<file path="src/rtl/mod_n_counter.sv">
// mod_n_counter: synchronous cascaded modulo-N counter with count enable,
// parallel load, a combinational terminal count and a registered wrap pulse.
// All digits share one clock, so there is no ripple delay between digits.
// Optional feature macro: MOD_N_CNT_DOWN_EN adds the dn port and down counting.
//
// Ports:
//   clk  in   1            rising-edge clock
//   clr  in   1            synchronous active-high reset
//   en   in   1            count enable
//   ld   in   1            synchronous parallel load (wins over en)
//   din  in   DIGITS*W     load value, digit i at din[i*W +: W]
//   dn   in   1            count direction, 1 = down (MOD_N_CNT_DOWN_EN only)
//   q    out  DIGITS*W     count value, digit 0 in the LSBs
//   tc   out  1            terminal count, combinational from q/en/dn
//   ovf  out  1            one-cycle pulse when q shows the fully wrapped value
module mod_n_counter #(
  parameter int unsigned MOD    = 10,
  parameter int unsigned DIGITS = 2,
  localparam int unsigned W     = $clog2(MOD)
) (
  input  logic                clk,
  input  logic                clr,
  input  logic                en,
  input  logic                ld,
  input  logic [DIGITS*W-1:0] din,
`ifdef MOD_N_CNT_DOWN_EN
  input  logic                dn,
`endif
  output logic [DIGITS*W-1:0] q,
  output logic                tc,
  output logic                ovf
);

  // Largest legal digit value; compared explicitly so a power-of-two MOD
  // never relies on natural binary overflow.
  localparam logic [W-1:0] MAXV = W'(MOD - 1);

  logic [DIGITS*W-1:0] q_nxt;
  logic                ovf_nxt;
  logic [DIGITS:0]     up_chain;
  logic [W-1:0]        cur;
  logic [W-1:0]        ldd;
  logic                wrap_c;
`ifdef MOD_N_CNT_DOWN_EN
  logic [DIGITS:0]     dn_chain;
`endif

  // Carry/borrow chains: chain[i] is set when all digits below i are at the
  // boundary, i.e. digit i steps on an enabled edge.
  always_comb begin
    up_chain[0] = 1'b1;
`ifdef MOD_N_CNT_DOWN_EN
    dn_chain[0] = 1'b1;
`endif
    for (int i = 0; i < int'(DIGITS); i++) begin
      up_chain[i+1] = up_chain[i] & (q[i*W +: W] == MAXV);
`ifdef MOD_N_CNT_DOWN_EN
      dn_chain[i+1] = dn_chain[i] & (q[i*W +: W] == '0);
`endif
    end
`ifdef MOD_N_CNT_DOWN_EN
    wrap_c = dn ? dn_chain[DIGITS] : up_chain[DIGITS];
`else
    wrap_c = up_chain[DIGITS];
`endif
  end

  assign tc = en & wrap_c;

  // Next-state: load (clamped per digit) beats count; hold otherwise.
  always_comb begin
    q_nxt   = q;
    ovf_nxt = 1'b0;
    cur     = '0;
    ldd     = '0;
    if (ld) begin
      for (int i = 0; i < int'(DIGITS); i++) begin
        ldd = din[i*W +: W];
        q_nxt[i*W +: W] = (ldd > MAXV) ? '0 : ldd;
      end
    end else if (en) begin
      ovf_nxt = wrap_c;
      for (int i = 0; i < int'(DIGITS); i++) begin
        cur = q[i*W +: W];
`ifdef MOD_N_CNT_DOWN_EN
        if (dn) begin
          if (dn_chain[i]) begin
            q_nxt[i*W +: W] = (cur == '0) ? MAXV : cur - W'(1);
          end
        end else if (up_chain[i]) begin
          q_nxt[i*W +: W] = (cur >= MAXV) ? '0 : cur + W'(1);
        end
`else
        if (up_chain[i]) begin
          q_nxt[i*W +: W] = (cur >= MAXV) ? '0 : cur + W'(1);
        end
`endif
      end
    end
  end

  // State register with synchronous clear.
  always_ff @(posedge clk) begin
    if (clr) begin
      q   <= '0;
      ovf <= 1'b0;
    end else begin
      q   <= q_nxt;
      ovf <= ovf_nxt;
    end
  end

endmodule

</file>
<file path="config.mk">
export PLATFORM = sky130hd
export DESIGN_NAME = mod_n_counter
export DESIGN_NICKNAME = d
export VERILOG_FILES = /design/src/rtl/mod_n_counter.sv
export SDC_FILE = /design/constraint.sdc
export NUM_CORES = 1
export LEC_CHECK = 0
export BUFFER_PORTS_ARGS = -buffer_cell sky130_fd_sc_hd__clkbuf_2
export CAP_MARGIN = 20
export CORE_MARGIN = 2
export CORE_UTILIZATION = 40
export DETAILED_ROUTE_END_ITERATION = 8
export PLACE_DENSITY = 0.69
export SLEW_MARGIN = 20
export SYNTH_ARGS = -nofsm -noshare
export SYNTH_HDL_FRONTEND = slang
export SYNTH_SLANG_ARGS = --single-unit
</file>
<file path="constraint.sdc">
create_clock -name clk -period 1.5 [get_ports clk]
set_input_delay 0.225 -clock clk [delete_from_list [all_inputs] [get_ports clk]]
set_output_delay 0.225 -clock clk [all_outputs]
set_load 0.01 [all_outputs]
</file>
==> metrics.yaml <==
power_and_ir_drop:
  p_leak_nw: 0.429
  p_per_area_nw_per_um2: 706
  sw_frac_of_total_pct: 32.5
  power_frac_seq_pct: 38.5
  power_frac_comb_pct: 33.7
  report.power.total_mw: 0.708
  p_sw_mw: 0.230
  clkPwrFrac_pct: 27.8
  power.internal_mw: 0.478
  peakVddDrop_mv: 0.582
setup_path:
  r2r_slack_ps: -60
  crit_type: "flip-flop to output port"
  endpoint_kind: "output port"
  worstPathArrival_ps: 1340
  worstPathRequired_ps: 1270
  crit_fanout: 3
  cp-start-kind: "flip-flop"
  r2r-end: "q[4]$_SDFFE_PP0P_"
  r2r_start: "q[5]$_SDFFE_PP0P_"
  r2r_cells: 6
drt:
  via_per_inst: 5.82
  postRouteWirelength_mm: 1.87
  antenna_left: 0
  drt_iter0_markers: 18
  wl_per_cell_um: 14.6
  drt-pass1-iter-count: 4
  num_vias: 745
  drc: 0
min_path:
  min_from: "din[6]"
  hold_depth: 3
  hold_end: "q[7]$_SDFFE_PP0P_"
  hold_class: "input port to flip-flop"
sta:
  period_share_pct: 104
  finClkSkew_ps: 6.29
  period_needed_ps: 1560
  setup_tns_ps: -147
  hold_viol_final: 0
  max_freq_mhz: 640
  worst_slew_pin_slew_ps: 399
  slew_violations: 0
  rsz0062_at_grt: "true"
  slew_headroom_pct: 73.4
  finalSetupViolations: 5
  worst_slack_ps: -62.4
place:
  dp_cells: 119
  globalplace.congestion: 0.873
  hpwl_mm: 1.21
  preCtsSetupSlack_ps: -68.5
  port_buffers: 21
cells_and_area:
  drive_gt1_share_pct: 56.3
  fill_cells: 111
  instances_no_fill: 128
  fin_util_pct: 66.6
  layout.nets: 131
  antenna_cells: 0
  syn2layout_area_growth_pct: 55.7
floorplan:
  num_rows: 14
  die_area_um2: 1950
  initial_core_util_pct: 42.8
  coreArea_um2: 1510
  die_w_um: 44.1
  dieHeight_um: 44.1
  ios: 22
clocking:
  cts-root-buf: "clkbuf_4"
  clk_pin_slew_ps: 60
  cts_made_buffers: 3
  cts_buffer_depth: 2
  clk_latency_ps: 260
  cts_sinks: 9
  htreeDepth: 1
  cts_tree: "built"
  hold_buffers: 0
yosys:
  syn_avg_cell_area_um2: 8.48
  syn_area_um2: 644
  netlist.area_leader.share_pct: 28.0
  syn_inst: 76
  ys_seq_area_share_pct: 28.0
  synth.distinct_cells: 32
  synth_top_area_cell: "dfxtp_1"
  syn-num-nets: 94
  netlist_top_cells_area: "dfxtp_1 (28%), ha_1 (12%), a221oi_2 (4.7%)"
  ys_ff_latch: 9
  synth_warnings: 0
global_routing:
  grtUsageTotal_pct: 19.3
  grt_pass1_wl_mm: 2.84
  grt_pass1_vias: 669
  grt_max_degree: 18
  gr-total-overflow: 0
  antenna_found_initial: 0
status:
  status: "complete, but fails checks"
  violations: "negative setup slack"
run:
  cap_violations: 0
-- stage by stage --
stage	hold WS [ps]	cell area [µm²]
after floorplan	377	647
final	279	1000
after global placement	470	827
after global routing	289	1000
after CTS	282	896
after detailed placement	473	827
-- worst max-delay path by stage --
stage,from,end,cells past startpoint
floorplan,q[0]$_SDFFE_PP0P_,q[1]$_SDFFE_PP0P_,6
global placement,q[5]$_SDFFE_PP0P_,q[5]$_SDFFE_PP0P_,6
detailed placement,q[5]$_SDFFE_PP0P_,q[5]$_SDFFE_PP0P_,6
CTS,q[0]$_SDFFE_PP0P_,q[1]$_SDFFE_PP0P_,6
global route,q[1]$_SDFFE_PP0P_,tc,5
finish,q[1]$_SDFFE_PP0P_,tc,5
-- cell usage after synthesis (all sizes together) --
master / instances
dfxtp: 9
ha: 6
inv: 6
a21oi: 5
nand2: 4
nor2: 4
o21ai: 4
a211oi: 3
a221oi: 3
a31oi: 3
nand3: 3
nor3: 3
nor3b: 3
and4b: 2
buf: 2
nor2b: 2
o31ai: 2
or3b: 2
a21boi: 1
a32oi: 1
and3: 1
clkbuf: 1
mux2i: 1
nand2b: 1
nand3b: 1
nand4b: 1
or4: 1
xnor2: 1
-- cell type report --
| class | instances | area [µm²] | area share, % |
|---|---|---|---|
| inverters | 6 | 30.0 | 2.99 |
| repair buffers | 35 | 210 | 20.9 |
| multi-input cells | 58 | 527 | 52.5 |
| well taps | 16 | 20.0 | 2.00 |
| flip-flops and latches | 9 | 190 | 19.0 |
| clock buffers | 4 | 26.3 | 2.62 |
-- what timing repair did --
action,CTS,global route
endpoints found under the hold margin,0,0
buffers inserted,2,3
pin swaps,4,13
endpoints found under the setup margin,5,6
gates cloned,0,0
gates resized for setup,8,21
-- power by group through the flow --
stage | sequential (mW) | combinational (mW) | clock, mW
6_report | 0.273 | 0.239 | 0.197
5_1_grt | 0.275 | 0.259 | 0.212
4_1_cts | 0.269 | 0.187 | 0.198
3_5_place_dp | 0.272 | 0.173 | 0
3_3_place_gp | 0.272 | 0.166 | 0
2_1_floorplan | 0.281 | 0.0864 | 0
-- per-layer routing --
layer	up-vias	wire, µm	global-route usage, %
met5	-	0	0
met4	0	29	5.45
met3	4	169	4.90
met2	37	915	31.5
met1	343	759	25.3
li1	361	-	-
-- registers in the layout (all words and copies together) (netlist names) --
name,flops
ovf,1
q,8
-- worst max-delay path, stage by stage (launching register included) --
cell,delay (ps)
dfxtp_2,330
inv_4,70
ha_4,130
and4b_2,220
and4b_1,190
buf_2,130
-- cell families after synthesis --
family / count (synthesis) / share of synthesized area [%]
multiplexers: 1 / 1.55
adder cells (fa/ha/maj): 6 / 11.7
flip-flops: 9 / 28.0
XOR/XNOR: 1 / 1.36
buffers and inverters: 9 / 5.43
AND/OR/NAND/NOR: 28 / 26.6
AO/OA/AOI/OAI: 22 / 25.4
-- layout by cell type (no fill, tap or decap), types with 3 or more instances in the layout --
cell type	count
buf_4	14
nor3_1	3
ha_4	4
inv_4	3
nand3_1	3
a221oi_2	3
a21oi_1	3
clkbuf_4	3
nor2_1	3
dfxtp_1	5
nor3b_1	3
a31oi_1	3
o21ai_0	4
clkbuf_2	20
Power figures use the tool's default switching activity.
